==> src/rtl/pulse_stretch_mc_pkg.sv <==
// Shared definitions for the multi-channel pulse stretcher:
// per-channel FSM state encoding and the sizing helper for the
// shared HIGH/GAP down-counter.
package pulse_stretch_mc_pkg;

    // Per-channel stretcher state, 2-bit encoding.
    typedef enum logic [1:0] {
        ST_IDLE = 2'b00,
        ST_HIGH = 2'b01,
        ST_GAP  = 2'b10
    } ps_state_e;

    // One counter times both HIGH and GAP phases, so it must hold
    // max(HIGH_CYCLES, GAP_CYCLES)-1. A 1-bit floor keeps the vector
    // legal when both phases are a single cycle.
    function automatic int cnt_width(input int high_cycles, input int gap_cycles);
        int longest;
        longest = (high_cycles > gap_cycles) ? high_cycles : gap_cycles;
        return (longest > 1) ? $clog2(longest) : 1;
    endfunction

endpackage

==> src/rtl/pulse_stretch_ch.sv <==
// Single channel of the pulse stretcher: IDLE/HIGH/GAP FSM with a
// shared down-counter, a saturating pending-event counter that queues
// events arriving while busy, and a sticky overflow flag for events
// lost to saturation. All outputs are registered.
module pulse_stretch_ch
    import pulse_stretch_mc_pkg::*;
#(
    parameter int HIGH_CYCLES = 3,
    parameter int GAP_CYCLES  = 3,
    parameter int PEND_W      = 2
) (
    input  logic clk,
    input  logic rst_n,
    input  logic pulse_in,
    input  logic ovf_clr,
    output logic pulse_out,
    output logic busy,
    output logic overflow
);

    localparam int                CNT_W     = cnt_width(HIGH_CYCLES, GAP_CYCLES);
    localparam logic [CNT_W-1:0]  HIGH_LOAD = CNT_W'(HIGH_CYCLES - 1);
    localparam logic [CNT_W-1:0]  GAP_LOAD  = CNT_W'(GAP_CYCLES - 1);
    localparam logic [CNT_W-1:0]  CNT_ONE   = CNT_W'(1);
    localparam logic [PEND_W-1:0] PEND_MAX  = '1;
    localparam logic [PEND_W-1:0] PEND_ONE  = PEND_W'(1);

    ps_state_e         state;
    ps_state_e         state_next;
    logic [CNT_W-1:0]  cnt;
    logic [CNT_W-1:0]  cnt_next;
    logic [PEND_W-1:0] pend;
    logic [PEND_W-1:0] pend_next;
    logic              pend_inc;
    logic              pend_dec;
    logic              drop;

    // Next-state and counter logic; also decides whether this cycle's
    // event is queued (pend_inc) or a queued event is replayed (pend_dec).
    always_comb begin
        // NOTE: every signal written here gets a default first, so no path leaves it unassigned and no latch is inferred.
        state_next = state;
        cnt_next   = cnt;
        pend_inc   = pulse_in;
        pend_dec   = 1'b0;

        case (state)
            ST_IDLE: begin
                if (pulse_in) begin
                    // Event is consumed directly by starting a pulse.
                    state_next = ST_HIGH;
                    cnt_next   = HIGH_LOAD;
                    pend_inc   = 1'b0;
                end
            end

            ST_HIGH: begin
                if (cnt == '0) begin
                    state_next = ST_GAP;
                    cnt_next   = GAP_LOAD;
                end else begin
                    cnt_next = cnt - CNT_ONE;
                end
            end

            ST_GAP: begin
                if (cnt == '0) begin
                    if (pend != '0) begin
                        // Replay the oldest queued event; a coincident new
                        // event is queued in its place (net change zero).
                        state_next = ST_HIGH;
                        cnt_next   = HIGH_LOAD;
                        pend_dec   = 1'b1;
                    end else if (pulse_in) begin
                        // Event in the last gap cycle starts without extension.
                        state_next = ST_HIGH;
                        cnt_next   = HIGH_LOAD;
                        pend_inc   = 1'b0;
                    end else begin
                        state_next = ST_IDLE;
                    end
                end else begin
                    cnt_next = cnt - CNT_ONE;
                end
            end

            default: begin
                state_next = ST_IDLE;
                cnt_next   = '0;
            end
        endcase
    end

    // Saturating pending counter; an increment into a full counter is a drop.
    always_comb begin
        pend_next = pend;
        drop      = 1'b0;
        if (pend_inc && !pend_dec) begin
            if (pend == PEND_MAX) begin
                drop = 1'b1;
            end else begin
                pend_next = pend + PEND_ONE;
            end
        end else if (pend_dec && !pend_inc) begin
            pend_next = pend - PEND_ONE;
        end
    end

    // State, counters and registered outputs; reset truncates any pulse in flight.
    always_ff @(posedge clk or negedge rst_n) begin
        if (!rst_n) begin
            state     <= ST_IDLE;
            cnt       <= '0;
            pend      <= '0;
            pulse_out <= 1'b0;
            busy      <= 1'b0;
            overflow  <= 1'b0;
        end else begin
            // NOTE: non-blocking assignments make every register sample the same pre-edge values, independent of statement order.
            state     <= state_next;
            cnt       <= cnt_next;
            pend      <= pend_next;
            pulse_out <= (state_next == ST_HIGH);
            busy      <= (state_next != ST_IDLE) || (pend_next != '0);
            // A drop in the same cycle as a clear keeps the flag set.
            overflow  <= (overflow & ~ovf_clr) | drop;
        end
    end

endmodule

==> src/rtl/pulse_stretch_mc.sv <==
// Multi-channel pulse stretcher: CHANNELS fully independent
// pulse_stretch_ch instances sharing only clock and reset.
module pulse_stretch_mc #(
    parameter int CHANNELS    = 4,
    parameter int HIGH_CYCLES = 3,
    parameter int GAP_CYCLES  = 3,
    parameter int PEND_W      = 2
) (
    input  logic                clk,
    input  logic                rst_n,
    input  logic [CHANNELS-1:0] pulse_in,
    input  logic [CHANNELS-1:0] ovf_clr,
    output logic [CHANNELS-1:0] pulse_out,
    output logic [CHANNELS-1:0] busy,
    output logic [CHANNELS-1:0] overflow
);

    for (genvar i = 0; i < CHANNELS; i++) begin : g_ch
        pulse_stretch_ch #(
            .HIGH_CYCLES (HIGH_CYCLES),
            .GAP_CYCLES  (GAP_CYCLES),
            .PEND_W      (PEND_W)
        ) u_ch (
            .clk       (clk),
            .rst_n     (rst_n),
            .pulse_in  (pulse_in[i]),
            .ovf_clr   (ovf_clr[i]),
            .pulse_out (pulse_out[i]),
            .busy      (busy[i]),
            .overflow  (overflow[i])
        );
    end

endmodule
==> config.mk <==
export PLATFORM = sky130hd
export DESIGN_NAME = pulse_stretch_mc
export DESIGN_NICKNAME = d
export VERILOG_FILES = /design/src/rtl/pulse_stretch_mc_pkg.sv /design/src/rtl/pulse_stretch_ch.sv /design/src/rtl/pulse_stretch_mc.sv
export SDC_FILE = /design/constraint.sdc
export NUM_CORES = 1
export LEC_CHECK = 0
export BUFFER_PORTS_ARGS = -buffer_cell sky130_fd_sc_hd__buf_2
export CAP_MARGIN = 10
export CORE_MARGIN = 10
export CORE_UTILIZATION = 62
export CTS_BUF_LIST = sky130_fd_sc_hd__clkbuf_8
export DETAILED_ROUTE_END_ITERATION = 8
export GPL_TIMING_DRIVEN = 0
export PLACE_DENSITY = 0.92
export SLEW_MARGIN = 5
export SYNTH_ARGS = -nofsm -noshare
export SYNTH_HDL_FRONTEND = slang
export SYNTH_SLANG_ARGS = --single-unit
==> constraint.sdc <==
create_clock -name clk -period 2.42 [get_ports clk]
set_clock_uncertainty 0.15 [all_clocks]
set_input_delay 0.242 -clock clk [delete_from_list [all_inputs] [get_ports clk]]
set_output_delay 0.242 -clock clk [all_outputs]
set_load 0.01 [all_outputs]
# After elaboration in Yosys (flattened, before gate mapping)
# Cells that the tools add are included.
dict set report totals {
  register_bits 36
  inputBits 10
  wordCells 192
}
dict set report classes {
  reduce_logical 40
  bitwise_logic 12
  mux 88
  add_sub_neg 12
  eq_ne 16
}
# op n
set ops {}
lappend ops {{$mux 2} 44}
lappend ops {{$pmux 2 s3} 8}
lappend ops {{$mux 1} 32}
lappend ops {{$reduce_bool 2->1} 12}
lappend ops {{$eq 2x1->1 const B} 8}
lappend ops {{$eq 2x2->1 const B} 8}
lappend ops {{$logic_not 2->1} 8}
lappend ops {{$sub 2x1->2 const B} 8}
lappend ops {{$add 2x1->2 const B} 4}
lappend ops {{$logic_and 1x1->1} 8}
lappend ops {{$logic_not 1->1} 8}
lappend ops {{$pmux 1 s2} 4}
lappend ops {{$and 1x1->1} 4}
lappend ops {{$logic_or 1x1->1} 4}
lappend ops {{$not 1->1} 4}
lappend ops {{$or 1x1->1} 4}

# Logic depth before layout (Yosys ltp)
dict set report depth {
  depth_word 10
  mapped_depth 7
  ltp_nobuf 6
}

# Hierarchy
# From an unflattened synthesis, not the netlist that was laid out.
dict set report hier_totals {
  hier_cells 248
  hier_area_um2 2417.3
}
# module area_per_inst_um2 instances cells_per_inst seq_area_each_um2
set modules_own_cells {}
lappend modules_own_cells {pulse_stretch_ch 604.3 4 62 225.2}

# Worst setup path before layout
# OpenSTA, ideal clock, no wires.
dict set report synth_path {
  kind {register to register}
  startpoint {register g_ch[3].u_ch.cnt[0]}
  endpoint {register g_ch[3].u_ch.busy}
  required_time_ns 2.131
  synth_period_minus_slack_ns 1.694
  n_path_buf 1
  setup_ns 0.139
  arrival_ns 1.405
  setup_slack_ns 0.726
  stages_incl_launch_ff 8
  cell_sequence {dfrtp_1 > inv_1 > ha_1 > buf_2 > nor2b_1 > o21a_1 > o311ai_2 > o211ai_1}
}
dict set report synth_between {
  elab_chain_cells 9
}
# item line_no
set synth_rtl {}
lappend synth_rtl {{from (decl)} pulse_stretch_ch.sv:30} ;# logic [CNT_W-1:0] cnt;
lappend synth_rtl {{from (signal assigned)} pulse_stretch_ch.sv:121} ;# cnt <= cnt_next;
lappend synth_rtl {{$logic_not 2->1 (*)} {pulse_stretch_ch.sv:58, pulse_stretch_ch.sv:67}}
lappend synth_rtl {{$mux 1} pulse_stretch_ch.sv:67} ;# if (cnt == '0) begin
lappend synth_rtl {{$pmux 1 s2} pulse_stretch_ch.sv:47} ;# case (state)
lappend synth_rtl {{$logic_not 1->1} pulse_stretch_ch.sv:104} ;# end else if (pend_dec && !pend_inc) begin
lappend synth_rtl {{$logic_and 1x1->1} pulse_stretch_ch.sv:104}
lappend synth_rtl {{$mux 2} pulse_stretch_ch.sv:104}
lappend synth_rtl {{$mux 2} pulse_stretch_ch.sv:98} ;# if (pend_inc && !pend_dec) begin
lappend synth_rtl {{$reduce_bool 2->1} pulse_stretch_ch.sv:124} ;# busy <= (state_next != ST_IDLE) || (pend_next != '0);
lappend synth_rtl {{$logic_or 1x1->1 (*)} pulse_stretch_ch.sv:124}
lappend synth_rtl {{to (signal assigned)} pulse_stretch_ch.sv:124}
lappend synth_rtl {{to (decl)} pulse_stretch_ch.sv:17} ;# output logic busy,
# Every way passes the cells marked *; elsewhere a longest branch is shown, timed or not.

# Final worst setup path
dict set report layout_path {
  startpoint {register g_ch[2].u_ch.cnt[0]}
  endpoint {register g_ch[2].u_ch.busy}
}
dict set report layout_between {
  elab_chain_cells 9
}
# item line_no
set layout_rtl {}
lappend layout_rtl {{from (decl)} pulse_stretch_ch.sv:30}
lappend layout_rtl {{from (signal assigned)} pulse_stretch_ch.sv:121}
lappend layout_rtl {{$logic_not 2->1 (*)} {pulse_stretch_ch.sv:58, pulse_stretch_ch.sv:67}}
lappend layout_rtl {{$mux 1} pulse_stretch_ch.sv:67}
lappend layout_rtl {{$pmux 1 s2} pulse_stretch_ch.sv:47}
lappend layout_rtl {{$logic_not 1->1} pulse_stretch_ch.sv:104}
lappend layout_rtl {{$logic_and 1x1->1} pulse_stretch_ch.sv:104}
lappend layout_rtl {{$mux 2} pulse_stretch_ch.sv:104}
lappend layout_rtl {{$mux 2} pulse_stretch_ch.sv:98}
lappend layout_rtl {{$reduce_bool 2->1} pulse_stretch_ch.sv:124}
lappend layout_rtl {{$logic_or 1x1->1 (*)} pulse_stretch_ch.sv:124}
lappend layout_rtl {{to (signal assigned)} pulse_stretch_ch.sv:124}
lappend layout_rtl {{to (decl)} pulse_stretch_ch.sv:17}
# Marks and branches as above.

==> key figures <==
Clocking
  – Number of buffers created by CTS: 5
  – Clock Pin Slew Worst Setup and Hold Paths: 70 ps
  – Setup Buffers After CTS: 0
  – CTS tree: yes
  – Post-CTS sizing: 0
  – Clk buf depth: 2
  – CTS root buffer: clkbuf_8
  – H-tree Lvls: 2
  – CTS sink cnt: 36
  – Hold-fix buffers at CTS: 4
  – Clock Latency Late Sink: 280 ps

Timing
  – Hold Vio Cnt, Final: 0
  – Setup total negative slack: 0 ps
  – # setup viols final: 0
  – Worst Tran Pin Value: 782 ps
  – Fmax: 506 MHz
  – Slew Viols, Final: 0
  – Min Tclk post-route: between 1500 and 2000 ps
  – Slew HR: 47.8%
  – Final cycle utilization of the critical path: 81.6%
  – Unrepaired setup endpoints after global routing: false

Logic synthesis
  – Post-Synthesis Cells: ~250
  – Synth Cell Area: 2440 µm²
  – Simple-Gate Fraction of Synth Area: ~17%
  – Syn_nets: 285
  – Mux share of post-synthesis cell area: 0%
  – Most frequent cells after synthesis: dfrtp_1, inv_1, ha_1, buf_4, nor3_1
  – Post-synthesis adder-cell area fraction: 14.3%
  – Post-synth top flop: dfrtp_1
  – Area leader, netlist: dfrtp_1
  – Asr flop ratio synth: 100%
  – Largest family of logic cells by synthesized area: compound AO/OA/AOI/OAI gates
  – Distinct cells, synth: 43
  – Post-synthesis compound-gate area fraction: about 20%
  – Avg Cell Area, Syn: just under 10 µm²
  – Post-synth EDFFs: 0
  – Post-Synth XOR/XNOR Area: less than 1%
  – Ranking of synthesized cells by area: dfrtp_1, ha_1, buf_4
  – Synth warn: 0
  – Yosys top cell area share: around 37%
  – Most repeated cell in the gate-level netlist after synthesis: dfrtp_1
  – Sequential share of the synthesized area: 36.8%
  – Flop and latch count out of synthesis: 36

Worst setup path
  – Crit path capture type: flop
  – Kind of critical path: reg2reg
  – Required time worst endpoint: 2430 ps
  – Critical path fanouts, max: 10
  – Worst-path cell chain: inv_1 > ha_1 > buf_2 > nand2b_1 > a21oi_1 > a311oi_1 > o211ai_2
  – Max incr delay on CP: 450 ps
  – Critical path arrival: 1980 ps
  – Critical path's slowest cell: a311oi_1
  – Setup crit start kind: flop

Cells and area
  – Antenna diodes: 0
  – Fraction of layout cells with a size suffix above 1: 22.3%
  – Post-route cell area: between 2000 and 3000 µm²
  – Layout area overhead: 11.7%
  – Post-layout util: 72.9%
  – Layout Nets: 315

Drt
  – Drt wl/cell: 14.3 µm
  – Remaining DRCs: 0
  – Routed Wire Length: 4660 µm
  – DRT antenna net count: 0
  – 1st-iter DRT viols: 141
  – Via count: 1,845
  – Vias/cell: 5.66
  – DR pass1 iterations: 4

Hold path
  – Hold crit path type: in2reg

Placement
  – Routability Congestion: 0.791
  – # port buffers: 19
  – Placed inst area: 2600 µm²
  – Post-DP HPWL: 3380 µm

Floorplanning
  – DIE AREA: approximately 7000 µm²
  – Row cnt: 22
  – Core box area: 3740 µm²
  – Io pins: 22
  – Die W: 82.8 µm
  – Initial core utilization: between 60% and 70%
  – Chip height: 82.8 µm

Pwr
  – Leakage power: 1.32 nW
  – VDD IR max: 0.567 mV
  – PD cells: 1040 nW/µm²
  – Power Total: 2.85 mW

GRT
  – Grt total ovfl: 0
  – All-Layer GR Usage: 14.7%
  – First-pass GRT wire length: 8140 µm
  – Largest net degree at the start of global routing: 37
  – Initial antenna violation count: 0
  – Vias in the first global route: 1,838

Outcome
  – Status: finished clean

Run
  – Max Cap Viol: 0
## sequential cells by signal (all words and copies together), names as in the netlist
register             flops
g_ch.u_ch.busy           4
g_ch.u_ch.overflow       4
g_ch.u_ch.cnt            8
g_ch.u_ch.state          8
g_ch.u_ch.pend           8
g_ch.u_ch.pulse_out      4
## worst max-delay path, delay by kind of cell (launching register included)
kind	cells	cell delay, ps
buf+inv	2	300
compound gates	3	660
fa+ha+maj	1	150
simple gates	1	200
flops	1	390
## worst paths after layout
check                                                start  depth (start not counted)                               to  slack [ps]
setup / recovery             g_ch[2].u_ch.cnt[0]$_DFF_PN0_                          7      g_ch[2].u_ch.busy$_DFF_PN0_         450
hold / removal                                 pulse_in[2]                          2    g_ch[2].u_ch.cnt[0]$_DFF_PN0_          30
setup reg to reg             g_ch[2].u_ch.cnt[0]$_DFF_PN0_                          7      g_ch[2].u_ch.busy$_DFF_PN0_         450
hold reg to reg            g_ch[0].u_ch.overflow$_DFF_PN0_                          2  g_ch[0].u_ch.overflow$_DFF_PN0_         400
max in group asynchronous                            rst_n                          2  g_ch[3].u_ch.state[1]$_DFF_PN0_        1200
min in group asynchronous                            rst_n                          2  g_ch[0].u_ch.overflow$_DFF_PN0_         420
## per-layer routing
| layer | wire [µm] | vias to the layer above | global-route usage [%] |
|---|---|---|---|
| li1 | - | 906 | - |
| met1 | 1950 | 873 | 17.6 |
| met2 | 2370 | 50 | 24.6 |
| met3 | 239 | 16 | 3.99 |
| met4 | 102 | 0 | 5.69 |
| met5 | 0 | - | 0 |
## power by group
| part | switching, mW | internal (mW) | leakage [nW] | total (mW) |
|---|---|---|---|---|
| Sequential | 0.172 | 0.818 | 0.399 | 0.990 |
| Combinational | 0.772 | 0.662 | 0.862 | 1.43 |
| Clock | 0.202 | 0.224 | 0.0538 | 0.426 |
## final cells by class
type                    instances  area (µm²)
plain buffers                  25         181
clock buffers                   6        82.6
clock inverters                 2        7.51
fillers                       270        1010
inverters                      29         109
multi-input cells             157        1250
flip-flops and latches         36         901
well taps                      48        60.1
repair buffers                 23         135
## metrics by stage
step                setup WS [ps]  hold slack, ps  std cells
floorplan                     726            -204        247
global placement              598             216        314
detailed placement            513             221        314
CTS                           484            18.9        326
global route                  260            25.6        326
finish                        445            27.0        326
## layout by cell type, fill, tap and decap left out, types with 2 or more instances in the layout
master         Yosys  layout
o311ai_2           3       3
buf_4             15      15
o31ai_1            4       4
dfrtp_1           36      36
nor3b_1            3       3
nor2_2             2       2
buf_6              3       3
nor2b_1           11      11
nor2_1             6       6
nor3_1            13      13
a22o_1             5       5
o211ai_1           9       9
o21a_1             6       6
nand2_1            9       9
nand4_1            2       2
a21oi_1            8       8
clkbuf_8           0       6
ha_1              28      28
nand3b_1           2       2
or2_1              2       2
nor4b_4            2       2
nand2b_1           5       5
and3_1             2       2
dlygate4sd3_1      0       4
o32ai_1            4       4
buf_2              7      26
o41ai_1            3       3
inv_1             29      31
o21ai_0           12      12
## logic make-up after synthesis
family | Yosys count
and+or+nand+nor | 64
AOI/OAI and AO/OA | 63
buffers and inverters | 54
DFF | 36
adders and majority gates | 28
xor gates and xnor gates | 2
Note: power is estimated with default switching activity, not from simulation.
